[src/rtl/fifo_ctrl_pkg.sv]
// rtl/fifo_ctrl_pkg.sv - shared defaults and types for the FIFO controller
package fifo_ctrl_pkg;

    localparam int DEF_AW       = 2;
    localparam int DEF_DEPTH    = 4;
    localparam int DEF_AE_LEVEL = 1;

    // Accepted operation in one cycle, encoded as {push_ok, pop_ok}
    typedef enum logic [1:0] {
        OP_IDLE = 2'b00,
        OP_POP  = 2'b01,
        OP_PUSH = 2'b10,
        OP_BOTH = 2'b11
    } fifo_op_e;

endpackage

[src/rtl/fifo_ctrl_if.sv]
// rtl/fifo_ctrl_if.sv - producer/consumer and RAM-address bundle of the FIFO controller
interface fifo_ctrl_if #(
    parameter int AW = fifo_ctrl_pkg::DEF_AW
);
    logic          push;
    logic          pop;
    logic          clr;
    logic [AW-1:0] wadr;
    logic [AW-1:0] radr;
    logic          wr;
    logic          full;
    logic          empty;
    logic          almost_full;
    logic          almost_empty;
    logic [AW:0]   count;
    logic          ovf;
    logic          udf;

    modport master (
        output push, pop, clr,
        input  wadr, radr, wr, full, empty, almost_full, almost_empty, count, ovf, udf
    );

    modport slave (
        input  push, pop, clr,
        output wadr, radr, wr, full, empty, almost_full, almost_empty, count, ovf, udf
    );
endinterface

[src/rtl/fifo_ptr.sv]
// rtl/fifo_ptr.sv - modulo-DEPTH wrapping pointer with increment enable and sync clear
module fifo_ptr #(
    parameter int AW    = 2,
    parameter int DEPTH = 4
) (
    input  logic          clk,
    input  logic          rst_n,
    input  logic          clr,
    input  logic          inc,
    output logic [AW-1:0] ptr
);

    always_ff @(posedge clk or negedge rst_n) begin
        if (!rst_n) begin
            ptr <= '0;
        end else if (clr) begin
            ptr <= '0;
        end else if (inc) begin
            // explicit wrap so non-power-of-two depths never reach DEPTH
            ptr <= (ptr == AW'(DEPTH - 1)) ? '0 : ptr + 1'b1;
        end
    end

endmodule

[src/rtl/fifo_ctrl.sv]
// rtl/fifo_ctrl.sv - FIFO pointer/occupancy controller driving an external dual-port RAM
module fifo_ctrl
    import fifo_ctrl_pkg::*;
#(
    parameter int AW       = DEF_AW,
    parameter int DEPTH    = DEF_DEPTH,
    parameter int AF_LEVEL = DEPTH - 1,
    parameter int AE_LEVEL = DEF_AE_LEVEL
) (
    input  logic        clk,
    input  logic        rst_n,
    fifo_ctrl_if.slave  bus
);

    logic [AW:0] count_q;
    logic [AW:0] count_d;
    logic        ovf_q;
    logic        udf_q;
    logic        full;
    logic        empty;
    logic        push_ok;
    logic        pop_ok;
    logic        ovf_set;
    logic        udf_set;
    fifo_op_e    op;

    assign full  = (count_q == (AW+1)'(DEPTH));
    assign empty = (count_q == '0);

    assign push_ok = bus.push && (!full || bus.pop) && !bus.clr;
    assign pop_ok  = bus.pop && !empty && !bus.clr;
    // a pop against an empty FIFO is not an error when a push arrives with it
    assign ovf_set = bus.push && full && !bus.pop && !bus.clr;
    assign udf_set = bus.pop && empty && !bus.push && !bus.clr;

    assign op = fifo_op_e'({push_ok, pop_ok});

    always_comb begin
        count_d = count_q;
        unique case (op)
            OP_PUSH: count_d = count_q + 1'b1;
            OP_POP:  count_d = count_q - 1'b1;
            default: count_d = count_q;
        endcase
    end

    always_ff @(posedge clk or negedge rst_n) begin
        if (!rst_n) begin
            count_q <= '0;
            ovf_q   <= 1'b0;
            udf_q   <= 1'b0;
        end else if (bus.clr) begin
            count_q <= '0;
            ovf_q   <= 1'b0;
            udf_q   <= 1'b0;
        end else begin
            count_q <= count_d;
            if (ovf_set) ovf_q <= 1'b1;
            if (udf_set) udf_q <= 1'b1;
        end
    end

    fifo_ptr #(.AW(AW), .DEPTH(DEPTH)) u_wptr (
        .clk   (clk),
        .rst_n (rst_n),
        .clr   (bus.clr),
        .inc   (push_ok),
        .ptr   (bus.wadr)
    );

    fifo_ptr #(.AW(AW), .DEPTH(DEPTH)) u_rptr (
        .clk   (clk),
        .rst_n (rst_n),
        .clr   (bus.clr),
        .inc   (pop_ok),
        .ptr   (bus.radr)
    );

    assign bus.wr           = push_ok;
    assign bus.count        = count_q;
    assign bus.full         = full;
    assign bus.empty        = empty;
    assign bus.almost_full  = (count_q >= (AW+1)'(AF_LEVEL));
    assign bus.almost_empty = (count_q <= (AW+1)'(AE_LEVEL));
    assign bus.ovf          = ovf_q;
    assign bus.udf          = udf_q;

endmodule

[src/flat_wrapper.sv]
// flat-port wrapper written by rule: the top's interface ports become plain ports
module fifo_ctrl_flat import fifo_ctrl_pkg::*;
#(
    parameter int AW       = DEF_AW,
    parameter int DEPTH    = DEF_DEPTH,
    parameter int AF_LEVEL = DEPTH - 1,
    parameter int AE_LEVEL = DEF_AE_LEVEL
)
  (clk, rst_n, bus_push, bus_pop, bus_clr, bus_wadr, bus_radr, bus_wr, bus_full, bus_empty, bus_almost_full, bus_almost_empty, bus_count, bus_ovf, bus_udf);
  fifo_ctrl_if #(.AW(AW)) bus_i ();
  input  logic clk;
  input  logic rst_n;
  input wire logic [$bits(bus_i.push)-1:0] bus_push;
  input wire logic [$bits(bus_i.pop)-1:0] bus_pop;
  input wire logic [$bits(bus_i.clr)-1:0] bus_clr;
  output wire logic [$bits(bus_i.wadr)-1:0] bus_wadr;
  output wire logic [$bits(bus_i.radr)-1:0] bus_radr;
  output wire logic [$bits(bus_i.wr)-1:0] bus_wr;
  output wire logic [$bits(bus_i.full)-1:0] bus_full;
  output wire logic [$bits(bus_i.empty)-1:0] bus_empty;
  output wire logic [$bits(bus_i.almost_full)-1:0] bus_almost_full;
  output wire logic [$bits(bus_i.almost_empty)-1:0] bus_almost_empty;
  output wire logic [$bits(bus_i.count)-1:0] bus_count;
  output wire logic [$bits(bus_i.ovf)-1:0] bus_ovf;
  output wire logic [$bits(bus_i.udf)-1:0] bus_udf;
  assign bus_i.push = bus_push;
  assign bus_i.pop = bus_pop;
  assign bus_i.clr = bus_clr;
  assign bus_wadr = bus_i.wadr;
  assign bus_radr = bus_i.radr;
  assign bus_wr = bus_i.wr;
  assign bus_full = bus_i.full;
  assign bus_empty = bus_i.empty;
  assign bus_almost_full = bus_i.almost_full;
  assign bus_almost_empty = bus_i.almost_empty;
  assign bus_count = bus_i.count;
  assign bus_ovf = bus_i.ovf;
  assign bus_udf = bus_i.udf;
  fifo_ctrl #(.AW(AW), .DEPTH(DEPTH), .AF_LEVEL(AF_LEVEL), .AE_LEVEL(AE_LEVEL)) u_core (.clk(clk), .rst_n(rst_n), .bus(bus_i));
endmodule
[config.mk]
export PLATFORM = sky130hd
export DESIGN_NAME = fifo_ctrl_flat
export DESIGN_NICKNAME = d
export VERILOG_FILES = /design/src/rtl/fifo_ctrl_pkg.sv /design/src/rtl/fifo_ctrl_if.sv /design/src/rtl/fifo_ptr.sv /design/src/rtl/fifo_ctrl.sv /design/src/flat_wrapper.sv
export SDC_FILE = /design/constraint.sdc
export NUM_CORES = 1
export LEC_CHECK = 0
export BUFFER_PORTS_ARGS = -buffer_cell sky130_fd_sc_hd__buf_2
export CAP_MARGIN = 20
export CORE_AREA = 2 2 40 42
export CTS_CLUSTER_SIZE = 12
export DETAILED_ROUTE_END_ITERATION = 8
export DIE_AREA = 0 0 42 44
export GPL_ROUTABILITY_DRIVEN = 1
export PLACE_DENSITY = 0.7
export SLEW_MARGIN = 0
export SYNTH_ARGS = -nofsm -noshare
export SYNTH_HDL_FRONTEND = slang
export SYNTH_SLANG_ARGS = --single-unit
[constraint.sdc]
create_clock -name clk -period 2.1 [get_ports clk]
set_input_delay 0.525 -clock clk [delete_from_list [all_inputs] [get_ports clk]]
set_output_delay 0.525 -clock clk [all_outputs]
set_load 0.02 [all_outputs]
==> metrics.txt, run 1 <==
top cell type's share of synthesized area=36.7%; final-layout setup total negative slack=0 ns; worst supply voltage drop on vdd=0.621 mV; Antenna Diode Count=0; Area Overhead vs Synth=26.3%; total area of multi-input combinational cells=355 um^2; H-Tree Depth=1; final cycle utilization of the critical path=97.3%; half-perimeter wire length after placement=963 um; Worst-Margin Slew=0.386 ns; setup repair after global routing missed its margin=no; number of top-level design ports=19; mean cell area of the mapped netlist=9.31 um^2; largest fanout on the critical path=6; worst min-delay path category=input port to asynchronous set/reset pin; WL final=1300 um; GRT Total Usage=15.9%; antenna viol nets, final=0; Slew Viols, Final=0; total via count in the routed design=529; first-pass GRT wire length=2060 um; Final Non-Filler Cells=104; IO Port Bufs=18; top routing layer in use=met4; count of filler cells inserted in the layout=132; Max Cap Violations=0; share of cells above drive strength 1=38.6%; clock tree from TritonCTS=built; number of synthesized register bits=9; area of the mapped netlist=614 um^2; met3 wire length=61 um; Reg area=226 um^2; leakage power figure=0.419 nW; commonest non-fill, non-tap cells in the layout=sky130_fd_sc_hd__buf_2, sky130_fd_sc_hd__nor2_1, sky130_fd_sc_hd__dfrtp_1; kind of start point of the critical path=flop; total CTS buffers=3; Final setup viols=0; power per standard cell area=1390 nW/um^2; number of global-route vias before repair=471; final routed DRC violation total=0; highest attainable clock frequency=489 MHz; nets=100; largest area contributor in the netlist=sky130_fd_sc_hd__dfrtp_1; final worst path period need=2.04 ns; total grt overflow=0; CTS Sinks=9; master cell of the clock root buffer=sky130_fd_sc_hd__clkbuf_4; cells taking the most area after synthesis=sky130_fd_sc_hd__dfrtp_1, sky130_fd_sc_hd__ha_1, sky130_fd_sc_hd__nor2_1, sky130_fd_sc_hd__inv_1, sky130_fd_sc_hd__xnor3_1; run status=finished clean; Routed met2 length=660 um; die extent in x=42 um; number of instances in the placed design=98; most common cell after layout, fill and taps aside=sky130_fd_sc_hd__buf_2; antenna violations before repair=0; Post-Route M1 WL=535 um; ratio of routed vias to standard cells=5.09; vertical die dimension=44 um; effective utilization at floorplan=43.3%; global placer's final weighted congestion=0.822; Synthesis Warnings=0; number of hold violations in the final report=0; routed length per instance=12.5 um; Cells after Synth=66; largest net degree at the start of global routing=11; nature of the critical path endpoint=output pin; clock skew after layout=0.00498 ns; number of hold buffers added after cts=0; Net Count, Synth=77; worst endpoint required time=1.57 ns; total number of placement rows=14; maximum count of clock buffers along a single path=2; remaining max-slew budget at the tightest pin=73.6%; category of the critical setup timing path=flop to output pin; clock-pin slew on the worst setup and hold paths=0.06 ns; die footprint=1850 um^2; First DRT Iteration DRCs=3; number of distinct library cells after synthesis=27; share of synthesized area occupied by flip-flops and latches=36.7%; data arrival at the endpoint of the critical path=1.52 ns; clock network latency to the later pin of the worst-skew pair=0.26 ns; core area=1420 um^2; Detailed Routing Iterations Pass 1=3
cell usage after synthesis:
library cell and instances:
sky130_fd_sc_hd__o21ai_4 1, sky130_fd_sc_hd__o21ai_0 3, sky130_fd_sc_hd__xor2_1 2, sky130_fd_sc_hd__nor2_1 11, sky130_fd_sc_hd__buf_4 1, sky130_fd_sc_hd__nand2_1 3, sky130_fd_sc_hd__mux2i_1 2, sky130_fd_sc_hd__xnor2_1 1
sky130_fd_sc_hd__nor2b_1 1, sky130_fd_sc_hd__a21oi_1 3, sky130_fd_sc_hd__xnor3_1 1, sky130_fd_sc_hd__a31oi_1 2, sky130_fd_sc_hd__nand3_1 2, sky130_fd_sc_hd__or3_1 1, sky130_fd_sc_hd__or2b_2 1, sky130_fd_sc_hd__nand2_2 1
sky130_fd_sc_hd__a2111oi_0 1, sky130_fd_sc_hd__buf_6 1, sky130_fd_sc_hd__buf_1 1, sky130_fd_sc_hd__o221a_2 1, sky130_fd_sc_hd__ha_1 6, sky130_fd_sc_hd__nor3_1 2, sky130_fd_sc_hd__inv_1 6, sky130_fd_sc_hd__dfrtp_1 9
sky130_fd_sc_hd__a2111o_1 1, sky130_fd_sc_hd__inv_2 1, sky130_fd_sc_hd__and3_1 1
worst max-delay path, cell delays in order, from the launching register on:
cell and delay [ns]:
sky130_fd_sc_hd__dfrtp_2 0.45, sky130_fd_sc_hd__inv_4 0.10, sky130_fd_sc_hd__ha_4 0.16, sky130_fd_sc_hd__or2b_2 0.33
sky130_fd_sc_hd__inv_2 0.07, sky130_fd_sc_hd__buf_2 0.16
final timing paths:
| check | startpoint | endpoint | slack [ns] | cells after the start |
|---|---|---|---|---|
| setup / recovery | u_core.bus.count[1] | bus_empty | 0.06 | 5 |
| hold / removal | rst_n | u_core.u_wptr.ptr[0] | 0.1 | 1 |
| setup reg to reg | u_core.bus.count[1] | u_core.bus.count[0] | 0.56 | 6 |
| hold reg to reg | u_core.bus.udf | u_core.bus.udf | 0.50 | 2 |
| max in group asynchronous | rst_n | u_core.bus.count[1] | 1.80 | 1 |
| min in group clk | u_core.bus.udf | u_core.bus.udf | 0.50 | 2 |
timing repair:
item	CTS	global route
setup buffers	0	2
gates resized for setup	3	7
setup endpoints to repair	2	3
pin swaps	0	1
hold endpoints to repair	0	0
metal layers:
metal	global-route usage (%)	vias to the layer above
li1	-	269
met1	16.8	246
met2	25.3	10
met3	5.83	4
met4	13.5	0
met5	0	-
area by class of cell:
cell class                 instances  share of cell area (%)
multi-input combinational         47                    45.8
sequential                         9                    29.2
timing repair buffer              21                    15.3
inverter                           7                    3.71
clock buffer                       4                    3.39
tap                               16                    2.58
cell families (layout without fill, tap and decap cells):
| family | Yosys count | count (layout) | share of synthesized area (%) |
|---|---|---|---|
| compound gates | 12 | 12 | 14.7 |
| xor+xnor | 4 | 4 | 7.94 |
| fa+ha+maj | 6 | 6 | 12.2 |
| buf+inv | 10 | 32 | 7.94 |
| flops | 9 | 9 | 36.7 |
| mux | 2 | 2 | 3.26 |
| simple gates | 23 | 23 | 17.3 |
metrics by stage:
step	hold slack, ns	worst slack (ns)	utilization (%)	instance area, um^2	total power [mW]
after floorplan	0.229	0.214	-	614	0.707
after global placement	0.386	0.184	50.0	709	0.864
after detailed placement	0.386	0.151	50.0	709	0.875
after CTS	0.0990	0.0109	52.7	748	1.04
after global routing	0.0997	0.00316	54.7	776	1.17
final	0.0977	0.0569	54.7	776	1.08
registers in the layout, indices dropped and copies added, names as in the netlist:
name and count:
u_core.bus.count 3, u_core.u_rptr.ptr 2, u_core.u_wptr.ptr 2, u_core.bus.ovf 1, u_core.bus.udf 1
power breakdown:
group / internal [mW] / switching [mW]
clock network: 0.0731 / 0.0588
logic: 0.295 / 0.373
registers: 0.220 / 0.0575
total: 0.589 / 0.489
Note: power is estimated with default switching activity, not from simulation.
==> run 2: changes to the inputs <==
--- a/config.mk
+++ b/config.mk
@@ -12,6 +12,7 @@
 export DETAILED_ROUTE_END_ITERATION = 8
 export DIE_AREA = 0 0 42 44
 export GPL_ROUTABILITY_DRIVEN = 1
+export GPL_TIMING_DRIVEN = 0
 export PLACE_DENSITY = 0.7
 export SLEW_MARGIN = 0
 export SYNTH_ARGS = -nofsm -noshare
==> metrics.txt, run 2 (same netlist as run 1, synthesis figures left out) <==
run status=finished clean; IO Port Bufs=15; core area=1420 um^2; number of hold violations in the final report=0; final cycle utilization of the critical path=94.6%; flip-flop count of the largest register, all copies and words added=3; first-pass GRT wire length=2040 um; WL final=1190 um; Final Non-Filler Cells=103; antenna violations before repair=0; effective utilization at floorplan=43.3%; H-Tree Depth=1; highest attainable clock frequency=503 MHz; total via count in the routed design=505; GRT Total Usage=15.3%; number of instances in the placed design=97; final worst path period need=1.99 ns; worst endpoint required time=1.57 ns; die extent in x=42 um; post-layout total power=1.06 mW; category of the critical setup timing path=flop to output pin; clock skew after layout=0.00464 ns; half-perimeter wire length after placement=868 um; remaining max-slew budget at the tightest pin=70.8%; CTS Sinks=9; number of top-level design ports=19; maximum count of clock buffers along a single path=2; most common cell after layout, fill and taps aside=sky130_fd_sc_hd__buf_2; Antenna Diode Count=0; clock-pin slew on the worst setup and hold paths=0.06 ns; Worst-Margin Slew=0.427 ns; nets=99; Detailed Routing Iterations Pass 1=4; First DRT Iteration DRCs=9; nature of the critical path endpoint=output pin; vertical die dimension=44 um; worst min-delay path category=input port to asynchronous set/reset pin; data arrival at the endpoint of the critical path=1.46 ns; largest net degree at the start of global routing=11; power per standard cell area=1370 nW/um^2; Slew Viols, Final=0; count of filler cells inserted in the layout=122; Area Overhead vs Synth=25.9%; Reg area=228 um^2; total CTS buffers=3; leakage power figure=0.415 nW; Final setup viols=0; routed length per instance=11.6 um; Layout Cell Area excl Fill=773 um^2; die footprint=1850 um^2; kind of start point of the critical path=flop; largest fanout on the critical path=6; number of global-route vias before repair=472; master cell of the clock root buffer=sky130_fd_sc_hd__clkbuf_4; clock tree from TritonCTS=built; Max Cap Violations=0; worst supply voltage drop on vdd=0.583 mV; clock network latency to the later pin of the worst-skew pair=0.26 ns; total number of placement rows=14; setup repair after global routing missed its margin=no; total grt overflow=0; share of cells above drive strength 1=36.8%; total cell area at the placement stage=709 um^2; total area of multi-input combinational cells=355 um^2; commonest non-fill, non-tap cells in the layout=sky130_fd_sc_hd__buf_2, sky130_fd_sc_hd__nor2_1, sky130_fd_sc_hd__dfrtp_1; antenna viol nets, final=0; final-layout setup total negative slack=0 ns; number of hold buffers added after cts=0; ratio of routed vias to standard cells=4.90; global placer's final weighted congestion=0.775; final routed DRC violation total=0
[run 2: changes by cell type in the layout (fill, tap and decap cells not counted), sizes merged]
cell / change
buf: -1
[run 2: final cells by class]
class | instances | share of cell area, %
repair buffers | 17 | 12.0
inverters | 7 | 3.72
clock buffers | 4 | 3.40
flip-flops and latches | 9 | 29.4
well taps | 16 | 2.59
plain buffers | 3 | 2.91
multi-input cells | 47 | 46.0
[run 2: metal layers]
layer  part of all wire [%]  routed length (um)  track usage, %  vias up
met5                      0                   0               0        -
met4                   0.76                   9            5.81        0
met1                     47                 556            18.8      227
li1                       -                   -               -      264
met3                    5.5                  65            6.67        2
met2                     47                 560            24.1       12
[run 2: critical path, cell delays in order (launching register included)]
cell                      delay (ns)
sky130_fd_sc_hd__dfrtp_2        0.45
sky130_fd_sc_hd__inv_4          0.09
sky130_fd_sc_hd__ha_4           0.16
sky130_fd_sc_hd__nand2_2        0.08
sky130_fd_sc_hd__o21ai_4        0.20
sky130_fd_sc_hd__nor2_1         0.05
sky130_fd_sc_hd__buf_2          0.17
[run 2: what timing repair did]
| item | in CTS | in global routing |
|---|---|---|
| setup buffers | 1 | 1 |
| endpoints found under the setup margin | 2 | 1 |
| pin swaps | 0 | 0 |
| gates cloned | 0 | 0 |
| resized for setup | 5 | 4 |
[run 2: report_power, final]
part	internal [mW]	switching, mW
Combinational	0.293	0.359
Clock	0.0729	0.0553
Sequential	0.222	0.0594
Total	0.588	0.474
[run 2: final timing paths]
| kind | end | slack [ns] | from | cells after the start |
|---|---|---|---|---|
| worst max register to register | u_core.bus.count[1] | 0.53 | u_core.bus.count[0] | 5 |
| min in group clk | u_core.bus.ovf | 0.50 | u_core.bus.ovf | 2 |
| worst min register to register | u_core.bus.ovf | 0.50 | u_core.bus.ovf | 2 |
| worst max-delay path | bus_wr | 0.11 | u_core.bus.count[0] | 6 |
| max in group asynchronous | u_core.bus.count[1] | 1.79 | rst_n | 1 |
| worst min-delay path | u_core.u_wptr.ptr[1] | 0.11 | rst_n | 1 |
[run 2: through the flow]
step | setup slack (ns) | hold WS, ns | util, %
floorplan | 0.214 | 0.229 | -
global placement | 0.142 | 0.384 | 50.0
detailed placement | 0.140 | 0.385 | 50.0
CTS | 0.0114 | 0.108 | 53.4
global route | 0.0333 | 0.117 | 54.5
finish | 0.113 | 0.107 | 54.5
